[config.mk]
export PLATFORM = sky130hd
export DESIGN_NAME = cdec8_mem
export DESIGN_NICKNAME = d
export VERILOG_FILES = /design/src/rtl/cdec8_mem_pkg.sv /design/src/rtl/cdec8_ram256.sv /design/src/rtl/cdec8_mem.sv
export SDC_FILE = /design/constraint.sdc
export NUM_CORES = 2
export LEC_CHECK = 0
export CELL_PAD_IN_SITES_DETAIL_PLACEMENT = 0
export CELL_PAD_IN_SITES_GLOBAL_PLACEMENT = 2
export CORE_MARGIN = 1.5
export CORE_UTILIZATION = 44
export DETAILED_ROUTE_END_ITERATION = 6
export PLACE_DENSITY_LB_ADDON = 0.1
export SLEW_MARGIN = 20
export SYNTH_ARGS = -nofsm -noshare
export SYNTH_HDL_FRONTEND = slang
export SYNTH_SLANG_ARGS = --single-unit
[constraint.sdc]
create_clock -name clock -period 5.1 [get_ports clock]
set_input_delay 0.765 -clock clock [delete_from_list [all_inputs] [get_ports clock]]
set_output_delay 0.765 -clock clock [all_outputs]
set_load 0.01 [all_outputs]
[src/rtl/cdec8_mem_pkg.sv]
// cdec8_mem_pkg: shared constants for the CDEC8 main-memory responder.
// Holds the FSM state encodings, the memory geometry and a small helper.
// The optional power-on zero sweep is selected by the macro
// CDEC8_MEM_CLEAR_EN (see cdec8_mem.sv).
package cdec8_mem_pkg;

  // Memory geometry.
  localparam int MEM_ADDR_W = 8;
  localparam int MEM_DATA_W = 8;
  localparam int MEM_DEPTH  = 1 << MEM_ADDR_W;

  // FSM state encodings (plain constants so legacy code can share them).
  localparam logic [1:0] MEM_CLEAR = 2'd0;
  localparam logic [1:0] MEM_RUN   = 2'd1;
  localparam logic [1:0] MEM_LOAD  = 2'd2;

  // Debug view of the controller, exported on the top-level debug port.
  typedef struct packed {
    logic [1:0] state;
    logic       busy;
    logic       ld_ready;
  } mem_dbg_t;

endpackage

[src/rtl/cdec8_ram256.sv]
// cdec8_ram256: storage array for cdec8_mem.
// One asynchronous read port (CPU side), one registered read port
// (debug readout, read-before-write) and one write port. The array itself
// is never reset; only the registered debug read data is.
module cdec8_ram256 #(
  parameter int ADDR_W = 8,
  parameter int DATA_W = 8
) (
  input  logic              clock,
  input  logic              reset_N,
  input  logic              we,
  input  logic [ADDR_W-1:0] waddr,
  input  logic [DATA_W-1:0] wdata,
  input  logic [ADDR_W-1:0] raddr,
  output logic [DATA_W-1:0] rdata,
  input  logic [ADDR_W-1:0] dbg_addr,
  output logic [DATA_W-1:0] dbg_data
);

  localparam int DEPTH = 1 << ADDR_W;

  logic [DATA_W-1:0] mem [DEPTH];
  logic [DATA_W-1:0] dbg_data_q;

  // Write port: one word per clock when we is high.
  always_ff @(posedge clock) begin
    if (we) begin
      mem[waddr] <= wdata;
    end
  end

  // Debug read port: samples the array before any same-edge write lands.
  always_ff @(posedge clock) begin
    if (!reset_N) begin
      dbg_data_q <= '0;
    end else begin
      dbg_data_q <= mem[dbg_addr];
    end
  end

  // CPU read port is purely combinational.
  assign rdata    = mem[raddr];
  assign dbg_data = dbg_data_q;

endmodule

[src/rtl/cdec8_mem.sv]
// cdec8_mem: main memory responder for the CDEC8 core.
// 256x8 RAM with combinational CPU reads, clocked CPU writes, a program
// loader that holds the core in reset while a host streams bytes over a
// valid/ready handshake, and the resad/resdt debug readout.
// Optional feature: define CDEC8_MEM_CLEAR_EN to compile in a CLEAR state
// that zero-sweeps the whole array after every reset before the core runs.
//
// Loader handshake: a beat transfers on a rising edge where ld_valid and
// ld_ready are both high; ld_data/ld_last are qualified by ld_valid only.
// ld_ready is high for the whole of LOAD and never depends on ld_valid.
// ld_valid outside LOAD is simply dropped, nothing is remembered.
module cdec8_mem
  import cdec8_mem_pkg::*;
#(
  parameter int ADDR_W = MEM_ADDR_W,
  parameter int DATA_W = MEM_DATA_W
) (
  input  logic              clock,
  input  logic              reset_N,
  input  logic [ADDR_W-1:0] adrs,
  input  logic [DATA_W-1:0] wr_data,
  input  logic              mmwr_en,
  output logic [DATA_W-1:0] rd_data,
  output logic              cpu_reset_N,
  output logic              busy,
  input  logic              ld_start,
  input  logic              ld_valid,
  input  logic [DATA_W-1:0] ld_data,
  input  logic              ld_last,
  output logic              ld_ready,
  output logic [ADDR_W:0]   ld_count,
  input  logic [ADDR_W-1:0] resad,
  output logic [DATA_W-1:0] resdt,
  output mem_dbg_t          dbg_o
);

`ifdef CDEC8_MEM_CLEAR_EN
  localparam logic [1:0] RESET_STATE = MEM_CLEAR;
`else
  localparam logic [1:0] RESET_STATE = MEM_RUN;
`endif

  logic [1:0]        state_q, state_d;
  logic [ADDR_W-1:0] ptr_q, ptr_d;
  logic [ADDR_W:0]   cnt_q, cnt_d;
  logic              cpu_rst_n_q;

  logic              ram_we;
  logic [ADDR_W-1:0] ram_waddr;
  logic [DATA_W-1:0] ram_wdata;

  // Pointer at the top address: the sweep or load ends on this beat.
  logic ptr_at_top;
  assign ptr_at_top = &ptr_q;

  // Next-state, pointer/count update and write-port mux (CPU/loader/clear).
  always_comb begin
    state_d   = state_q;
    ptr_d     = ptr_q;
    cnt_d     = cnt_q;
    ram_we    = 1'b0;
    ram_waddr = adrs;
    ram_wdata = wr_data;
    case (state_q)
      MEM_RUN: begin
        // CPU owns the write port; a write coinciding with ld_start lands.
        ram_we = mmwr_en;
        if (ld_start) begin
          state_d = MEM_LOAD;
          ptr_d   = '0;
          cnt_d   = '0;
        end
      end
      MEM_LOAD: begin
        // Loader owns the write port; CPU writes and ld_start are ignored.
        if (ld_valid) begin
          ram_we    = 1'b1;
          ram_waddr = ptr_q;
          ram_wdata = ld_data;
          ptr_d     = ptr_q + 1'b1;
          cnt_d     = cnt_q + 1'b1;
          // Full-array load ends on the wrap even without ld_last.
          if (ld_last || ptr_at_top) begin
            state_d = MEM_RUN;
          end
        end
      end
`ifdef CDEC8_MEM_CLEAR_EN
      MEM_CLEAR: begin
        // Zero sweep, one address per cycle; all CPU/loader inputs ignored.
        ram_we    = 1'b1;
        ram_waddr = ptr_q;
        ram_wdata = '0;
        ptr_d     = ptr_q + 1'b1;
        if (ptr_at_top) begin
          state_d = MEM_RUN;
        end
      end
`endif
      default: begin
        state_d = RESET_STATE;
        ptr_d   = '0;
      end
    endcase
  end

  // Controller registers; reset aborts any load or sweep but not the RAM.
  always_ff @(posedge clock) begin
    if (!reset_N) begin
      state_q     <= RESET_STATE;
      ptr_q       <= '0;
      cnt_q       <= '0;
      cpu_rst_n_q <= 1'b0;
    end else begin
      state_q     <= state_d;
      ptr_q       <= ptr_d;
      cnt_q       <= cnt_d;
      cpu_rst_n_q <= (state_d == MEM_RUN);
    end
  end

  cdec8_ram256 #(
    .ADDR_W (ADDR_W),
    .DATA_W (DATA_W)
  ) u_ram (
    .clock    (clock),
    .reset_N  (reset_N),
    .we       (ram_we),
    .waddr    (ram_waddr),
    .wdata    (ram_wdata),
    .raddr    (adrs),
    .rdata    (rd_data),
    .dbg_addr (resad),
    .dbg_data (resdt)
  );

  assign cpu_reset_N = cpu_rst_n_q;
  assign busy        = (state_q != MEM_RUN);
  assign ld_ready    = (state_q == MEM_LOAD);
  assign ld_count    = cnt_q;

  assign dbg_o.state    = state_q;
  assign dbg_o.busy     = busy;
  assign dbg_o.ld_ready = ld_ready;

endmodule
[Word level (Yosys, flattened, before mapping)]
Memories as Yosys holds them, arrays and structs flattened. A register that Yosys moved wholly into a read port is not among the register bits.
Index checks and enable logic that the tools add are counted.
Storage, ports and cells
  register bits after elaboration: 20
  memory bits (writable): 2048
  bits of input ports: 38
  output and inout bits: 32
  word-level logic and storage cells: 37
  memories: 1
Memories
  u_ram.mem: depth 256, width 8, rd ports 2, clocked after memory_dff 1, write ports 1, line cdec8_ram256.sv:22  | logic [DATA_W-1:0] mem [DEPTH];
Operators by class
  add/sub/neg operators: 2
  equal/unequal tests: 6
  muxes and demuxes: 18
  reductions and logical operators: 6
Operators by type and width (count)
  $mux 8: 6
  $mux 9: 2
  $pmux 9 s2: 1
  $pmux 8 s2: 1
  $add 9x1->9 const B: 1
  $add 8x1->8 const B: 1
  $reduce_and 8->1: 1
  $mux 2: 3
  $eq 2x1->1 const B: 2
  $ne 2x2->1 const B: 2
  $pmux 2 s2: 1
  $mux 1: 3
  $reduce_and 3->1: 1
  $eq 2x2->1 const B: 1
  $ne 2x1->1 const B: 1
  $pmux 1 s2: 1
  $reduce_and 2->1: 1
  $reduce_bool 2->1: 1
  $logic_not 1->1: 1
  $logic_or 1x1->1: 1

[Logic depth before layout (Yosys ltp)]
  word-level depth: 6
  depth in mapped cells: 12
  gate-level depth less buffers: 9

[By module]
Synthesis repeated with hierarchy kept, for this count alone.
Unflattened totals
  cell total of the unflattened synthesis: 5327
  area total of the unflattened synthesis: 97996.5 sq um
By module, submodules not included
  cdec8_ram256: times used 1, cells each 5185, area an instance 96780.3 sq um, sequential area each 61659.1 sq um
  cdec8_mem: times used 1, cells each 142, area an instance 1216.2 sq um, sequential area each 400.4 sq um

[Worst setup path after synthesis]
OpenSTA, ideal clock, no wires.
  path kind: register -> register
  from: reg state_q[0]
  to: mem u_ram.mem[0][0] (data pin)
  library setup time: 0.823 ns
  arrival: 4.603 ns
  required time: 4.277 ns
  slack: -0.326 ns
  stages on the path, launching flop included: 8
  buffers on the path: 2
  period minus slack after synthesis: 5.426 ns
  cells stage by stage: dfxtp_1 -> inv_1 -> ha_1 -> nand2_1 -> clkbuf_1 -> buf_1 -> nand2_1 -> nand2_1
Between the ends
  cells in the longest elaborated chain, start to end: 2
RTL lines
  from (decl): line cdec8_mem.sv:43  | logic [1:0] state_q, state_d;
  from (signal assigned): line cdec8_mem.sv:115  | state_q <= state_d;
  $eq 2x2->1
  net ld_ready: line cdec8_mem.sv:30  | output logic ld_ready,
  $mux 8: line cdec8_mem.sv:64  | case (state_q)
  net ram_wdata[0]: line cdec8_mem.sv:50  | logic [DATA_W-1:0] ram_wdata;
  to (decl): line cdec8_ram256.sv:22
The timed path passes the listed nets, and every way through them passes these cells.

[Worst setup path after layout]
  from: in adrs[1]
  to: out rd_data[3]
Between the ends
  cells in the longest elaborated chain, start to end: 1
RTL lines
  from (decl): line cdec8_mem.sv:20  | input logic [ADDR_W-1:0] adrs,
  $mem_v2 256x8
  to (decl): line cdec8_mem.sv:23  | output logic [DATA_W-1:0] rd_data,
Every way passes these cells.

==> reports/qor.csv <==
metric,value,unit
unrepaired setup endpoints after global routing,no,
post-DR vias/cell,6.69,
power consumption,39900,uW
proportion of register bits with asynchronous set or reset after synthesis,0,%
Main synth FF type,sky130_fd_sc_hd__edfxtp_1,
number of buffers between clock root and the deepest sink,3,
Max Fanout on Critical Path,27,
number of flip-flops and latches in the synthesized netlist,2076,
"share of synthesized cell area in and, or, nand and nor gates",4.48,%
First-pass DRT Iterations,7,
starting DRC count in detailed routing,8909,
Finished Core Util,51.6,%
cell chosen for the clock root,sky130_fd_sc_hd__clkbuf_16,
clock tree from TritonCTS,yes,
HPWL after detailed placement,276000,um
number of antenna violations at the first check in global routing,25,
Hold Fails Final Rpt,0,
global route overflow,0,
I/O Pins,70,
fin crit share,99.9,%
CP Data Arrival Time,4.33,ns
total number of vias,63700,
number of buffers inserted during clock tree synthesis,222,
Final Skew,0.0247,ns
power per standard cell area,348,nW/um2
total track usage,33.8,%
clock transition at the register clock pins on the worst setup and hold paths after CTS,0.06,ns
maximum number of pins on one net before global-route repair,169,
Core Region,222000,um2
class of the most critical setup path,in2out,
Compound-Gate Fraction of Synth Area,5.80,%
global-route wire length before repair,520000,um
startpoint of the lowest-slack register-to-register path,state_q[0]$_SDFF_PN1_,
Total Die Area,226000,um2
number of antenna-violating nets in the routed design,0,
fraction of synthesized area in multiplexers,23.5,%
number of maximum-capacitance violations,0,
cells after synthesis,5705,
Hold Startpoint,ld_count[8]$_SDFFE_PN0P_,
"Area growth, synth to finish",16.8,%
synthesized-area fraction occupied by xor and xnor cells,0.116,%
Worst setup startpoint,adrs[1],
final routed DRC violation total,0,
total number of clock tree sinks,2076,
hold-fix buffers at CTS,0,
fraction of the mapped netlist area in adder cells,0.0510,%
final-report setup violation count,0,
starting density of the core,44.2,%
sequential element share of the synthesized area,63.2,%
synthesized cell area,98200,um2
clock latency on the worst-skew pair,0.89,ns
headroom to the max-slew limit,16.7,%
via count of the first global-routing pass,61700,
Port-buffer cells,69,
number of different library cells in the post-synthesis netlist,69,
nature of the critical path startpoint,input pin,
pins over their slew limit,0,
leakage power,0.0380,uW
number of H-tree branching levels,4,
Highest Clock Rate,196,MHz
worst hold path class,reg2reg,
number of setup buffers added after CTS,0,
horizontal extent of the die,475,um
post-synthesis area per instance,17.2,um2
Die Y-Extent,475,um
dominant combinational cell family by area after synthesis,multiplexers,
type of element capturing the critical path,output port,
final-stage net count,6382,
ratio of cells with drive above 1 in the final layout,30.1,%
worst endpoint required time,4.34,ns
Post-synth EDFFs,2048,
row count,173,
transition time at the pin with the least slew margin,1.23,ns
count of synthesis-stage warnings from yosys,0,
maximum resistive drop on vdd,341,uV
clock period minus final worst setup slack,5.10,ns
"Net Count, Synth",5747,
result of the run,completed,
final wirelength,384000,um
routed wire length per instance,40.3,um
routability-driven placement congestion ratio,0.978,
==> cell usage in the layout (no fill, tap or decap), types with 58 or more instances in the layout <==
cell and instances:
sky130_fd_sc_hd__a21oi_1 202, sky130_fd_sc_hd__a22oi_1 132, sky130_fd_sc_hd__buf_12 98, sky130_fd_sc_hd__buf_4 690, sky130_fd_sc_hd__clkbuf_16 227, sky130_fd_sc_hd__clkdlybuf4s50_1 58, sky130_fd_sc_hd__edfxtp_1 2048, sky130_fd_sc_hd__mux2i_1 543
sky130_fd_sc_hd__mux4_2 735, sky130_fd_sc_hd__nand2_1 280, sky130_fd_sc_hd__nand3_1 81, sky130_fd_sc_hd__nor2_1 358, sky130_fd_sc_hd__nor3_1 64, sky130_fd_sc_hd__o21ai_0 76, sky130_fd_sc_hd__o221ai_1 93, sky130_fd_sc_hd__o22ai_1 103
==> kinds of logic after synthesis <==
| kind of cell | after synthesis |
|---|---|
| compound gates | 839 |
| simple gates | 982 |
| fa+ha+maj | 4 |
| flops | 2076 |
| buf+inv | 456 |
| xor+xnor | 13 |
| mux | 1335 |
==> per-stage QoR <==
stage	worst slack (ns)	instances	hold WS [ns]	cell area, um2	setup TNS (ns)
after detailed placement	-0.403	9091	0.503	107000	-2.08
after global routing	0.0210	9506	0.556	115000	0
after global placement	-0.420	9091	0.490	107000	-2.10
after CTS	0.000619	9505	0.523	115000	0
after floorplan	1.23	5705	0.544	98200	0
final	0.00377	9517	0.523	115000	0
==> state kept, by name (all words and copies together) (netlist names) <==
signal          flops
cpu_reset_N         1
ld_count            9
ptr_q               8
state_q             2
u_ram.dbg_data      8
u_ram.mem        2048
==> per-layer routing <==
layer  vias up  wire, um  GRT usage (%)
met5         -        60              0
met4         8     16800           13.1
met3       612     39900           7.99
met2      3735    174000           51.5
met1     34100    153000           47.3
li1      25200         -              -
==> what timing repair did <==
action | 4_1_cts | 5_1_grt
gates resized for setup | 16 | 8
endpoints found under the setup margin | 8 | 5
pin swaps | 1 | 3
==> final timing paths <==
path	cells after the start	slack (ns)	to
hold reg to reg	2	0.52	ld_count[8]$_SDFFE_PN0P_
setup / recovery	11	0.004	rd_data[3]
hold / removal	2	0.52	ld_count[8]$_SDFFE_PN0P_
setup reg to reg	8	1.07	u_ram.mem[140][6]$_DFFE_PP_
==> cell type report <==
class / instances / area, um2
Antenna cell: 12 / 30.0
Clock buffer: 263 / 5820
Clock inverter: 151 / 1500
Fill cell: 18300 / 107000
Inverter: 12 / 50.0
Multi-Input combinational cell: 3173 / 33700
Sequential cell: 2076 / 62100
Tap cell: 2975 / 3720
Timing Repair Buffer: 855 / 7830
==> where the power goes <==
group	switching, uW	internal [uW]	total (uW)
Combinational	2920	1440	4350
Sequential	27.3	19100	19100
Clock	6940	9480	16400
==> critical path, stage by stage <==
cell	delay, ns
sky130_fd_sc_hd__buf_8	0.31
sky130_fd_sc_hd__buf_12	0.27
sky130_fd_sc_hd__buf_4	0.28
sky130_fd_sc_hd__mux4_2	0.32
sky130_fd_sc_hd__a22o_1	0.25
sky130_fd_sc_hd__a221oi_1	0.61
sky130_fd_sc_hd__o211ai_1	0.15
sky130_fd_sc_hd__nor3_1	0.42
sky130_fd_sc_hd__nor3_2	0.20
sky130_fd_sc_hd__buf_4	0.18
sky130_fd_sc_hd__clkdlybuf4s50_1	0.47
==> Yosys cell counts, types with 6 or more instances <==
cell type / count / area share [%]
sky130_fd_sc_hd__o21ai_0: 77 / 0.39
sky130_fd_sc_hd__nor3_1: 75 / 0.38
sky130_fd_sc_hd__a22oi_1: 132 / 1.0
sky130_fd_sc_hd__edfxtp_1: 2048 / 63
sky130_fd_sc_hd__buf_6: 46 / 0.53
sky130_fd_sc_hd__nor4b_1: 8 / 0.071
sky130_fd_sc_hd__and2_1: 10 / 0.064
sky130_fd_sc_hd__buf_8: 28 / 0.43
sky130_fd_sc_hd__mux4_1: 27 / 0.72
sky130_fd_sc_hd__o32ai_1: 6 / 0.054
sky130_fd_sc_hd__o21ai_1: 8 / 0.041
sky130_fd_sc_hd__nor4_1: 39 / 0.25
sky130_fd_sc_hd__nand3b_1: 12 / 0.092
sky130_fd_sc_hd__nand2b_1: 10 / 0.064
sky130_fd_sc_hd__o211ai_1: 54 / 0.41
sky130_fd_sc_hd__o31ai_1: 9 / 0.069
sky130_fd_sc_hd__xor2_1: 11 / 0.098
sky130_fd_sc_hd__a221oi_1: 31 / 0.28
sky130_fd_sc_hd__a31oi_1: 18 / 0.11
sky130_fd_sc_hd__mux2_2: 30 / 0.34
sky130_fd_sc_hd__nor2b_1: 14 / 0.089
sky130_fd_sc_hd__a211o_1: 8 / 0.071
sky130_fd_sc_hd__buf_4: 72 / 0.55
sky130_fd_sc_hd__and3_1: 8 / 0.051
sky130_fd_sc_hd__buf_1: 23 / 0.088
sky130_fd_sc_hd__mux4_2: 735 / 17
sky130_fd_sc_hd__a21oi_1: 203 / 1.0
sky130_fd_sc_hd__o22ai_1: 104 / 0.66
sky130_fd_sc_hd__nor2_1: 362 / 1.4
sky130_fd_sc_hd__inv_1: 10 / 0.038
sky130_fd_sc_hd__or3b_2: 7 / 0.062
sky130_fd_sc_hd__or3_1: 9 / 0.057
sky130_fd_sc_hd__clkbuf_1: 150 / 0.57
sky130_fd_sc_hd__a2111oi_0: 9 / 0.080
sky130_fd_sc_hd__o221ai_1: 93 / 0.83
sky130_fd_sc_hd__a211oi_1: 42 / 0.32
sky130_fd_sc_hd__nor3b_1: 7 / 0.054
sky130_fd_sc_hd__nand3_1: 85 / 0.43
sky130_fd_sc_hd__mux2i_1: 543 / 5.5
sky130_fd_sc_hd__dfxtp_1: 28 / 0.57
sky130_fd_sc_hd__a22o_1: 14 / 0.12
sky130_fd_sc_hd__nand4_1: 28 / 0.18
sky130_fd_sc_hd__nand2_1: 289 / 1.1
sky130_fd_sc_hd__buf_2: 122 / 0.62
(Power assumes the default switching activity.)
